`src/rtl/nsc8_pkg.sv`:
```
// Shared NSC8 definitions: default data width, derived address width and image size,
// and the program loader state enumeration.
package nsc8_pkg;

  localparam int DATA_W      = 8;
  localparam int ADDR_W      = DATA_W / 2;
  localparam int IMAGE_WORDS = 2 ** ADDR_W;

  typedef enum logic [2:0] {
    IDLE,
    LOAD,
    SUM,
    DRAIN,
    DONE,
    ERROR
  } loader_state_t;

endpackage

```
`src/rtl/program_loader_if.sv`:
```
// Byte-stream input and RAM store port of the program loader, bundled with
// master (loader) and slave (source/RAM side) modports.
interface program_loader_if #(
  parameter int N = 8
);
  localparam int AW = N / 2;

  // Handshake: rx_data moves on a rising clock edge where rx_valid and rx_ready are
  // both high. rx_ready depends only on loader state, never on rx_valid. rx_data is
  // ignored whenever rx_valid is low, and rx_valid while rx_ready is low does nothing.
  logic [N-1:0]  rx_data;
  logic          rx_valid;
  logic          rx_ready;

  logic [AW-1:0] ram_address;
  logic [N-1:0]  ram_data;
  logic          ram_store;

  modport master (
    input  rx_data, rx_valid,
    output rx_ready, ram_address, ram_data, ram_store
  );

  modport slave (
    output rx_data, rx_valid,
    input  rx_ready, ram_address, ram_data, ram_store
  );

endinterface

```
`src/rtl/loader_checksum.sv`:
```
// N-bit running-sum accumulator for the program loader: clear, add a byte, and test
// whether the sum plus the current byte wraps to zero.
module loader_checksum #(
  parameter int N = 8
) (
  input  logic         clk,
  input  logic         rst,
  input  logic         clear,
  input  logic         add,
  input  logic [N-1:0] data,
  output logic         zero_o
);

  logic [N-1:0] sum_q;
  logic [N-1:0] sum_d;
  logic [N-1:0] sum_plus;

  assign sum_plus = sum_q + data;
  assign zero_o   = (sum_plus == '0);

  always_comb begin
    sum_d = sum_q;
    if (clear) begin
      sum_d = '0;
    end else if (add) begin
      sum_d = sum_plus;
    end
  end

  always_ff @(posedge clk) begin
    if (rst) begin
      sum_q <= '0;
    end else begin
      sum_q <= sum_d;
    end
  end

endmodule

```
`src/rtl/program_loader.sv`:
```
// NSC8 program loader: writes a byte stream to RAM words 0..2^(N/2)-1 while holding
// the core in reset. Define LOADER_CHECKSUM_EN to require a trailing checksum byte.
module program_loader
  import nsc8_pkg::*;
#(
  parameter int N = DATA_W
) (
  input  logic             clk,
  input  logic             reset_loader,
  input  logic             start,
  program_loader_if.master bus,
  output logic             cpu_hold,
  output logic             load_done,
  output logic             load_error,
  output loader_state_t    dbg_state
);

  localparam int AW = N / 2;
  localparam logic [AW-1:0] LAST_IDX = {AW{1'b1}};

  loader_state_t state_q, state_d;
  logic [AW-1:0] idx_q, idx_d;
  logic          store_q, store_d;
  logic [AW-1:0] addr_q, addr_d;
  logic [N-1:0]  data_q, data_d;

  logic rx_ready;
  logic xfer;
  logic start_accept;
  logic load_xfer;
  logic sum_zero;

  assign xfer         = bus.rx_valid & rx_ready;
  assign load_xfer    = xfer & (state_q == LOAD);
  assign start_accept = start & ((state_q == IDLE) | (state_q == DONE) | (state_q == ERROR));

`ifdef LOADER_CHECKSUM_EN
  loader_checksum #(.N(N)) u_checksum (
    .clk    (clk),
    .rst    (reset_loader),
    .clear  (start_accept),
    .add    (load_xfer),
    .data   (bus.rx_data),
    .zero_o (sum_zero)
  );
`else
  assign sum_zero = 1'b1;
`endif

  always_ff @(posedge clk) begin
    if (reset_loader) begin
      state_q <= IDLE;
      idx_q   <= '0;
      store_q <= 1'b0;
      addr_q  <= '0;
      data_q  <= '0;
    end else begin
      state_q <= state_d;
      idx_q   <= idx_d;
      store_q <= store_d;
      addr_q  <= addr_d;
      data_q  <= data_d;
    end
  end

  always_comb begin
    state_d = state_q;
    case (state_q)
      IDLE: begin
        if (start) state_d = LOAD;
      end
      LOAD: begin
        if (xfer && (idx_q == LAST_IDX)) begin
`ifdef LOADER_CHECKSUM_EN
          state_d = SUM;
`else
          state_d = DRAIN;
`endif
        end
      end
      SUM: begin
        if (xfer) state_d = sum_zero ? DONE : ERROR;
      end
      DRAIN: begin
        state_d = DONE;
      end
      DONE: begin
        if (start) state_d = LOAD;
      end
      ERROR: begin
        if (start) state_d = LOAD;
      end
      default: begin
        state_d = IDLE;
      end
    endcase
  end

  // Store pipeline: a LOAD transfer becomes a one-cycle strobe in the following cycle;
  // address and data hold between strobes. The checksum byte taken in SUM is never stored.
  always_comb begin
    idx_d   = idx_q;
    store_d = 1'b0;
    addr_d  = addr_q;
    data_d  = data_q;
    if (start_accept) begin
      idx_d = '0;
    end
    if (load_xfer) begin
      store_d = 1'b1;
      addr_d  = idx_q;
      data_d  = bus.rx_data;
      if (idx_q != LAST_IDX) idx_d = idx_q + 1'b1;
    end
  end

  always_comb begin
    rx_ready  = 1'b0;
    cpu_hold  = 1'b0;
    load_done = 1'b0;
    case (state_q)
      LOAD: begin
        rx_ready = 1'b1;
        cpu_hold = 1'b1;
      end
      SUM: begin
        rx_ready = 1'b1;
        cpu_hold = 1'b1;
      end
      DRAIN: begin
        cpu_hold = 1'b1;
      end
      DONE: begin
        load_done = 1'b1;
      end
      ERROR: begin
        cpu_hold = 1'b1;
      end
      default: begin
        rx_ready = 1'b0;
      end
    endcase
  end

`ifdef LOADER_CHECKSUM_EN
  assign load_error = (state_q == ERROR);
`else
  assign load_error = 1'b0;
`endif

  assign bus.rx_ready    = rx_ready;
  assign bus.ram_store   = store_q;
  assign bus.ram_address = addr_q;
  assign bus.ram_data    = data_q;
  assign dbg_state       = state_q;

endmodule

```
`src/flat_wrapper.sv`:
```
// flat-port wrapper written by rule: the top's interface ports become plain ports
module program_loader_flat import nsc8_pkg::*;
#(
  parameter int N = DATA_W
)
  (clk, reset_loader, start, cpu_hold, load_done, load_error, dbg_state, bus_rx_data, bus_rx_valid, bus_rx_ready, bus_ram_address, bus_ram_data, bus_ram_store);
  program_loader_if #(.N(N)) bus_i ();
  input  logic clk;
  input  logic reset_loader;
  input  logic start;
  output logic cpu_hold;
  output logic load_done;
  output logic load_error;
  output loader_state_t dbg_state;
  input wire logic [$bits(bus_i.rx_data)-1:0] bus_rx_data;
  input wire logic [$bits(bus_i.rx_valid)-1:0] bus_rx_valid;
  output wire logic [$bits(bus_i.rx_ready)-1:0] bus_rx_ready;
  output wire logic [$bits(bus_i.ram_address)-1:0] bus_ram_address;
  output wire logic [$bits(bus_i.ram_data)-1:0] bus_ram_data;
  output wire logic [$bits(bus_i.ram_store)-1:0] bus_ram_store;
  assign bus_i.rx_data = bus_rx_data;
  assign bus_i.rx_valid = bus_rx_valid;
  assign bus_rx_ready = bus_i.rx_ready;
  assign bus_ram_address = bus_i.ram_address;
  assign bus_ram_data = bus_i.ram_data;
  assign bus_ram_store = bus_i.ram_store;
  program_loader #(.N(N)) u_core (.clk(clk), .reset_loader(reset_loader), .start(start), .bus(bus_i), .cpu_hold(cpu_hold), .load_done(load_done), .load_error(load_error), .dbg_state(dbg_state));
endmodule
```
`config.mk`:
```
export PLATFORM = sky130hd
export DESIGN_NAME = program_loader_flat
export DESIGN_NICKNAME = d
export VERILOG_FILES = /design/src/rtl/nsc8_pkg.sv /design/src/rtl/program_loader_if.sv /design/src/rtl/loader_checksum.sv /design/src/rtl/program_loader.sv /design/src/flat_wrapper.sv
export SDC_FILE = /design/constraint.sdc
export NUM_CORES = 1
export LEC_CHECK = 0
export ABC_AREA = 1
export BUFFER_PORTS_ARGS = -buffer_cell sky130_fd_sc_hd__buf_2
export CAP_MARGIN = 5
export CORE_MARGIN = 2
export CORE_UTILIZATION = 51
export DETAILED_ROUTE_END_ITERATION = 12
export PLACE_DENSITY_LB_ADDON = 0.3
export SLEW_MARGIN = 20
export SYNTH_ARGS = -nofsm -noshare
export SYNTH_HDL_FRONTEND = slang
export SYNTH_SLANG_ARGS = --single-unit
```
`constraint.sdc`:
```
create_clock -name clk -period 1.8 [get_ports clk]
set_input_delay 0.18 -clock clk [delete_from_list [all_inputs] [get_ports clk]]
set_output_delay 0.18 -clock clk [all_outputs]
set_load 0.005 [all_outputs]
```
==> results of run 1 <==
==> stage by stage <==
stage / setup slack (ns) / total power, W / hold slack, ns
after global routing: 0.1885 / 0.001381 / 0.08941
after detailed placement: 0.3548 / 0.0009344 / 0.4136
final: 0.3054 / 0.001291 / 0.08962
after CTS: 0.3038 / 0.001298 / 0.08600
after floorplan: 0.5708 / 0.0008132 / 0.2491
after global placement: 0.3769 / 0.0009230 / 0.4016
==> final cells by class <==
class                           instances  area [um^2]
Multi-Input combinational cell         87        415.4
Timing Repair Buffer                   30        150.1
Inverter                               12        45.04
Fill cell                             159        604.3
Clock buffer                            3        22.52
Tap cell                               17        21.27
Sequential cell                        20        400.4
Clock inverter                          1        30.03
==> power by group <==
| group | internal, W | switching (W) | leakage, nW |
|---|---|---|---|
| Sequential | 0.000509 | 0.0000497 | 0.163 |
| Combinational | 0.000145 | 0.000221 | 0.381 |
| Clock | 0.000225 | 0.000141 | 0.0279 |
| Total | 0.000880 | 0.000412 | 0.572 |
==> worst max-delay path by stage <==
stage,start,endpoint,slack [ns]
global placement,u_core.dbg_state[0],u_core.idx_q[2],0.38
detailed placement,u_core.dbg_state[0],u_core.idx_q[2],0.35
CTS,u_core.dbg_state[0],u_core.idx_q[2],0.30
finish,u_core.dbg_state[0],u_core.idx_q[2],0.31
floorplan,u_core.idx_q[0],u_core.dbg_state[0],0.57
global route,u_core.dbg_state[0],u_core.idx_q[2],0.19
==> registers in the layout, indices dropped and copies added, names as in the netlist <==
| register | cells |
|---|---|
| u_core.bus.ram_address | 4 |
| u_core.bus.ram_data | 8 |
| u_core.bus.ram_store | 1 |
| u_core.dbg_state | 3 |
| u_core.idx_q | 4 |
==> placed cells by master, fill, tap and decap left out <==
master     instances
o21ai_0           13
inv_1             10
o211ai_1           1
nand3_1            8
dfxtp_1           20
inv_2              2
buf_2             30
bufinv_16          1
clkbuf_4           3
ha_1               1
nand2_2            1
nand3_4            1
nand3_2            1
nor3_1             2
conb_1             1
nand3b_1           1
nor2_2             1
nor2_4             1
xor2_1             1
nor2_1            30
a21oi_1            5
nand2_1           19
==> worst max-delay path, delay by kind of cell, from the launching register on <==
| kind | cells | cell delay [ns] |
|---|---|---|
| flip-flops | 1 | 0.52 |
| buffers and inverters | 1 | 0.19 |
| AND/OR/NAND/NOR | 4 | 0.63 |
| AO/OA/AOI/OAI | 1 | 0.08 |
==> layer usage <==
metal,GRT usage,wire length (um),vias up
met3,0.02381,81,5
li1,-,-,450
met4,0.1200,40,0
met5,0,0,-
met2,0.2972,915,23
met1,0.2512,846,385
==> cells by family after synthesis <==
family                     count (synthesis)  share of synthesized area
xor gates and xnor gates                   1                   0.009792
DFF                                       20                     0.4475
adders and majority gates                  1                    0.01398
and+or+nand+nor                           65                     0.3273
AOI/OAI and AO/OA                         19                     0.1091
other                                      1                   0.004192
buffers and inverters                     16                    0.08811
==> results.json, run 1 <==
{
  "outcome": "complete, no violations",
  "port_buffers": 30,
  "numClockSinks": 20,
  "ir_drop_mv": 0.8454,
  "dieArea_mm2": 0.002105,
  "rrSetupSlack_ns": 0.31,
  "timing.rr.start": "u_core.dbg_state[0]",
  "postRouteWirelength_um": 1884,
  "placed_area_mm2": 0.001032,
  "drt_first_pass_iters": 4,
  "avgSynthCellArea_um2": 7.273,
  "vias": 863,
  "hold_buffers": 0,
  "cp-start-kind": "flip-flop",
  "dieHeight_um": 45.88,
  "synthArstFlopShare": 0,
  "antenna_found_initial": 0,
  "antennaDiodeCount": 0,
  "hold-path-cell-count": 2,
  "timing.rr.end": "u_core.idx_q[2]",
  "yosysMostFrequentCell": "nor2_1",
  "cts_buffer_depth": 2,
  "fin_worst_skew_ns": 0.01034,
  "clockRootBuffer": "clkbuf_4",
  "syn_nets": 136,
  "detail_route.wl_per_cell_um": 11.08,
  "crit_required_ns": 2.04,
  "rsz0062_at_grt": "no",
  "yosys-top-cells-count": "30 x nor2_1, 20 x dfxtp_1, 19 x nand2_1, 13 x o21ai_0, 10 x inv_1",
  "core.rowCount": 15,
  "final_util": 0.6422,
  "grt_start_max_net_pins": 17,
  "drt-initial-drc-count": 23,
  "final_area_mm2": 0.001085,
  "crit_chain": "nand3_4 > nor2_4 > inv_2 > nand2_1 > o211ai_1 > nor2_1",
  "p_leak_nw": 0.5725,
  "netlist_area_um2": 894.6,
  "drive_gt1_frac": 0.2680,
  "avgViaCountPerCell": 5.076,
  "synth_warnings": 0,
  "cts_inserted_buffers": 3,
  "synth_edf_count": 0,
  "cp.arrival_ns": 1.74,
  "cts_resized": 0,
  "die_width_um": 45.88,
  "grt_first_pass_wirelength_um": 2870,
  "yosysSeqAreaShare": 0.4476,
  "dp_cells": 166,
  "ys.flop_type": "dfxtp_1",
  "maxCapViolCount": 0,
  "place_congestion": 0.7984,
  "clk_pin_slew_worst_paths_ns": 0.12,
  "start_util": 0.5296,
  "nets": 167,
  "clock.fmax_mhz": 669.1,
  "post-cts-setup-buffers": 0,
  "slew_viol_final": 0,
  "hold_path.class": "input pin to flip-flop",
  "endpoint_kind": "flip-flop",
  "grt_pass1_vias": 686,
  "ctsHtreeMaxLevel": 1,
  "period_needed_ns": 1.495,
  "yosys-top-cells-area": "dfxtp_1 45%, nor2_1 13%, nand2_1 8.0%",
  "critPathMaxStageDelay_ns": 0.52,
  "final_cells": 170,
  "yosys.area.top_type": "dfxtp_1",
  "hp-start": "reset_loader",
  "fin_crit_sh": 0.8303,
  "clkLatencyLatePin_ns": 0.31,
  "antenna_left": 0,
  "setup_viol": 0,
  "fin_tns_setup_ns": 0,
  "core-area_mm2": 0.001689,
  "drcViolationCount": 0,
  "r2r_cells": 6,
  "ioPinCount": 32,
  "hold_viol_final": 0,
  "synthToLayoutAreaGrowth_pct": 21.26,
  "min_to": "u_core.idx_q[1]",
  "cts_tree": "built",
  "synthCells": 123,
  "critical_path_class": "flip-flop to flip-flop",
  "synth_seq_cells": 20,
  "p_per_area_mw_per_mm2": 1191,
  "dpl.hpwl_um": 1368,
  "grtUsageTotal": 0.1924,
  "grt.overflow.total": 0,
  "slowest_stage": "dfxtp_1",
  "yosysTopAreaCellShare": 0.4476,
  "cp_max_fo": 15,
  "synth_cell_types": 22
}
No activity file was read; power rests on OpenSTA's default activity.
==> inputs of run 2 (changes only) <==
Settings changed: CORE_UTILIZATION 51 to 47.
Clock period 1.8 ns to 1.5 ns, I/O delays scaled along.
==> results.json, run 2 (synthesized netlist as in run 1, its figures left out) <==
{
  "numClockSinks": 20,
  "slew_viol_final": 0,
  "ir_drop_mv": 0.6615,
  "core-area_mm2": 0.001764,
  "cp_common_cell": "nand2_1",
  "fill_cells": 184,
  "mostFrequentLayoutCell": "buf_2",
  "largest_reg_flops": 8,
  "critical_path_class": "flip-flop to flip-flop",
  "clkLatencyLatePin_ns": 0.29,
  "hold_viol_final": 0,
  "hold_path.class": "input pin to flip-flop",
  "critPathMaxStageDelay_ns": 0.40,
  "drive_gt1_frac": 0.2857,
  "dpl.hpwl_um": 1396,
  "endpoint_kind": "flip-flop",
  "core.rowCount": 15,
  "grt_start_max_net_pins": 17,
  "clk_pin_slew_worst_paths_ns": 0.11,
  "rsz0062_at_grt": "no",
  "maxCapViolCount": 0,
  "cp_max_fo": 4,
  "cp-start-kind": "flip-flop",
  "totalPowerFinal_w": 0.001421,
  "timing.rr.start": "u_core.idx_q[1]",
  "postRouteWirelength_um": 1858,
  "port_buffers": 30,
  "ctsHtreeMaxLevel": 1,
  "cts_buffer_depth": 2,
  "clockRootBuffer": "clkbuf_4",
  "placed_area_mm2": 0.001050,
  "grt.overflow.total": 0,
  "clockPowerShare": 0.213,
  "final_util": 0.6177,
  "nets": 168,
  "cts_tree": "built",
  "swShare": 0.3369,
  "seq_power_share": 0.472,
  "post-cts-setup-buffers": 0,
  "fin_crit_sh": 0.8804,
  "grt_pass1_vias": 716,
  "slowest_stage": "dfxtp_1",
  "ioPinCount": 32,
  "crit_chain": "ha_1 > inv_1 > nor2_1 > inv_1 > nand2_1 > nand3_2 > nand2_1 > nand2_1 > nor2_1",
  "combPwrFrac": 0.314,
  "p_int_w": 0.0009424,
  "cts_inserted_buffers": 3,
  "cp-startpoint": "u_core.idx_q[1]",
  "p_sw_w": 0.0004787,
  "final_area_mm2": 0.001090,
  "avgViaCountPerCell": 4.832,
  "detail_route.wl_per_cell_um": 10.38,
  "final_cell_mix": "30 x buf_2, 29 x nor2_1, 19 x nand2_1, 19 x dfxtp_1, 13 x o21ai_0",
  "crit_buf_inv": 2,
  "p_per_area_mw_per_mm2": 1304,
  "hp-start": "reset_loader",
  "p_leak_nw": 0.5715,
  "antenna_left": 0,
  "dieArea_mm2": 0.002269,
  "crit_required_ns": 1.74,
  "fin_worst_skew_ns": 0.002923,
  "drcViolationCount": 0,
  "clock.fmax_mhz": 757.2,
  "grt_first_pass_wirelength_um": 2766,
  "setup_viol": 0,
  "grtUsageTotal": 0.1729,
  "place_congestion": 0.7856,
  "hold_buffers": 0,
  "antennaDiodeCount": 0,
  "vias": 865,
  "period_needed_ns": 1.321,
  "dieHeight_um": 47.63,
  "fin_tns_setup_ns": 0,
  "cp.arrival_ns": 1.56,
  "die_width_um": 47.63,
  "synthToLayoutAreaGrowth_pct": 21.82,
  "critPathTopFamily": "simple AND/OR/NAND/NOR gates",
  "drt_first_pass_iters": 4,
  "antenna_found_initial": 0,
  "outcome": "complete, no violations",
  "start_util": 0.5071,
  "drt-initial-drc-count": 9
}
==> run 2: power by group through the flow <==
stage                     clock network (W)  registers [W]  logic (W)
after CTS                          0.000313       0.000670   0.000447
after floorplan                           0       0.000684   0.000292
final                              0.000303       0.000671   0.000447
after global placement                    0       0.000677   0.000434
after detailed placement                  0       0.000681   0.000444
after global routing               0.000328       0.000681   0.000518
==> run 2: area by class of cell <==
class                           instances  area [um^2]  area share
Clock buffer                            4        36.28     0.03329
Inverter                               12        45.04     0.04133
Multi-Input combinational cell         87        417.9      0.3835
Sequential cell                        20        401.6      0.3685
Tap cell                               25        31.28     0.02870
Timing Repair Buffer                   31        157.7      0.1447
==> run 2: timing repair <==
action / in CTS / in global routing
resized for setup: 0 / 2
endpoints found under the hold margin: 0 / 0
endpoints found under the setup margin: 0 / 2
==> run 2: routing by layer <==
| layer | GRT usage | up-vias | routed length (um) |
|---|---|---|---|
| met3 | 0.02264 | 4 | 93 |
| met5 | 0 | - | 0 |
| li1 | - | 452 | - |
| met1 | 0.2047 | 388 | 865 |
| met2 | 0.3081 | 21 | 878 |
| met4 | 0.08108 | 0 | 20 |
==> run 2: final timing paths <==
path / end / slack, ns / cells past startpoint
worst min register to register: u_core.bus.ram_address[2] / 0.48 / 2
worst min-delay path: u_core.idx_q[0] / 0.06 / 2
worst max register to register: u_core.dbg_state[2] / 0.18 / 9
worst max-delay path: u_core.dbg_state[2] / 0.18 / 9
==> run 2: through the flow <==
stage / setup WS, ns / hold WS [ns] / instances
finish: 0.1794 / 0.05512 / 179
global route: 0.01384 / 0.07178 / 179
CTS: 0.1251 / 0.05407 / 179
detailed placement: 0.1535 / 0.3748 / 175
global placement: 0.2135 / 0.3734 / 175
floorplan: 0.2708 / 0.2191 / 123
==> inputs of run 3 (changes only) <==
Settings changed: CORE_UTILIZATION 47 to 42.
==> results.json, run 3 (synthesized netlist as in run 1, its figures left out) <==
{
  "final_cell_mix": "30 x buf_2, 29 x nor2_1, 20 x dfxtp_1, 19 x nand2_1, 13 x o21ai_0",
  "endpoint_kind": "flip-flop",
  "die_width_um": 50.15,
  "antenna_found_initial": 0,
  "synthToLayoutAreaGrowth_pct": 23.78,
  "fin_crit_sh": 0.8995,
  "grt.overflow.total": 0,
  "grt_pass1_vias": 736,
  "p_sw_w": 0.0004833,
  "crit_required_ns": 1.71,
  "port_buffers": 30,
  "dpl.hpwl_um": 1377,
  "p_per_area_mw_per_mm2": 1397,
  "avgViaCountPerCell": 4.696,
  "numClockSinks": 20,
  "drt-initial-drc-count": 15,
  "clkLatencyLatePin_ns": 0.30,
  "setup_viol": 0,
  "start_util": 0.4514,
  "slew_viol_final": 0,
  "slowest_stage": "dfxtp_1",
  "crit_buf_inv": 1,
  "largest_reg_flops": 8,
  "antenna_left": 0,
  "clk_pin_slew_worst_paths_ns": 0.12,
  "drt_first_pass_iters": 4,
  "hp-start": "reset_loader",
  "critical_path_class": "flip-flop to flip-flop",
  "vias": 850,
  "mostFrequentLayoutCell": "buf_2",
  "postRouteWirelength_um": 1801,
  "swShare": 0.3124,
  "seq_power_share": 0.432,
  "ioPinCount": 32,
  "nets": 168,
  "cp-start-kind": "flip-flop",
  "core-area_mm2": 0.001982,
  "critPathTopFamily": "simple AND/OR/NAND/NOR gates",
  "ir_drop_mv": 0.8132,
  "r2r_cells": 8,
  "fin_tns_setup_ns": 0,
  "timing.hold.ws_ns": 0.05982,
  "hold-path-cell-count": 2,
  "outcome": "complete, no violations",
  "hold_buffers": 0,
  "min_to": "u_core.idx_q[1]",
  "drcViolationCount": 0,
  "fin_ws_ns": 0.1508,
  "clock.fmax_mhz": 741.2,
  "core.rowCount": 16,
  "crit_chain": "ha_1 > inv_1 > nor2_1 > nor2_2 > nor2_2 > nand3_1 > nand2_1 > nor2_1",
  "detail_route.wl_per_cell_um": 9.950,
  "fin_worst_skew_ns": 0.009994,
  "cp_max_fo": 4,
  "dp_slack_ns": 0.1375,
  "cts_inserted_buffers": 3,
  "post-cts-setup-buffers": 0,
  "ctsHtreeMaxLevel": 1,
  "grtUsageTotal": 0.1541,
  "cts_tree": "built",
  "grt_start_max_net_pins": 17,
  "period_needed_ns": 1.349,
  "clockPowerShare": 0.281,
  "maxCapViolCount": 0,
  "antennaDiodeCount": 0,
  "grt_first_pass_wirelength_um": 3042,
  "timing.rr.start": "u_core.idx_q[1]",
  "p_leak_nw": 0.5780,
  "place_congestion": 0.8308,
  "dieArea_mm2": 0.002515,
  "clockRootBuffer": "clkbuf_4",
  "critPathMaxStageDelay_ns": 0.41,
  "rsz0062_at_grt": "no",
  "timing.rr.end": "u_core.dbg_state[0]",
  "rrSetupSlack_ns": 0.15,
  "drive_gt1_frac": 0.2792,
  "fill_cells": 189,
  "hold_viol_final": 0,
  "p_int_w": 0.001064,
  "cp.arrival_ns": 1.56,
  "hold_path.class": "input pin to flip-flop",
  "dieHeight_um": 50.15,
  "cts_buffer_depth": 2,
  "combPwrFrac": 0.287
}
## run 3: worst reg2reg max path, delay by kind of cell, from the launching register on
kind / cells / cell delay [ns]
AND/OR/NAND/NOR: 6 / 0.59
buffers and inverters: 1 / 0.06
adder cells (fa/ha/maj): 1 / 0.20
flip-flops: 1 / 0.41
## run 3: layer usage
layer / routed length, um / GRT usage
met4: 11 / 0.08333
met3: 110 / 0.02083
met2: 842 / 0.2434
met1: 836 / 0.2026
met5: 0 / 0
## run 3: timing repair
| item | in CTS | in global routing |
|---|---|---|
| setup endpoints to repair | 0 | 1 |
| resized for setup | 0 | 1 |
| endpoints found under the hold margin | 0 | 0 |
## run 3: per-stage QoR
step,cell area (um^2),total power [W],utilization,instances
2_1_floorplan,894.6,0.0009758,-,123
6_report,1107,0.001547,0.5587,181
3_3_place_gp,1052,0.001113,0.5309,177
4_1_cts,1105,0.001562,0.5574,181
3_5_place_dp,1052,0.001125,0.5309,177
5_1_grt,1107,0.001656,0.5587,181
## run 3: worst max path at each step
stage | from | end | slack, ns | cells after the start
global route | u_core.idx_q[1] | u_core.dbg_state[0] | 0.02 | 8
detailed placement | u_core.idx_q[0] | u_core.dbg_state[0] | 0.14 | 8
CTS | u_core.idx_q[1] | u_core.dbg_state[0] | 0.12 | 8
finish | u_core.idx_q[1] | u_core.dbg_state[0] | 0.15 | 8
global placement | u_core.idx_q[0] | u_core.dbg_state[0] | 0.21 | 8
floorplan | u_core.idx_q[0] | u_core.dbg_state[0] | 0.27 | 8
## run 3: cell type report
type                       count  area [um^2]  area share
sequential                    20        400.4      0.3616
clock buffer                   3        22.52     0.02034
timing repair buffer          31        157.7      0.1424
inverter                      12        45.04     0.04068
tap                           27        33.78     0.03051
clock inverter                 1        30.03     0.02712
multi-input combinational     87        417.9      0.3774
## run 3: power by group through the flow
stage          sequential, W  combinational, W  clock, W
2_1_floorplan       0.000684          0.000292         0
6_report            0.000668          0.000445  0.000434
3_3_place_gp        0.000678          0.000435         0
5_1_grt             0.000683          0.000510  0.000463
3_5_place_dp        0.000680          0.000444         0
4_1_cts             0.000668          0.000447  0.000447
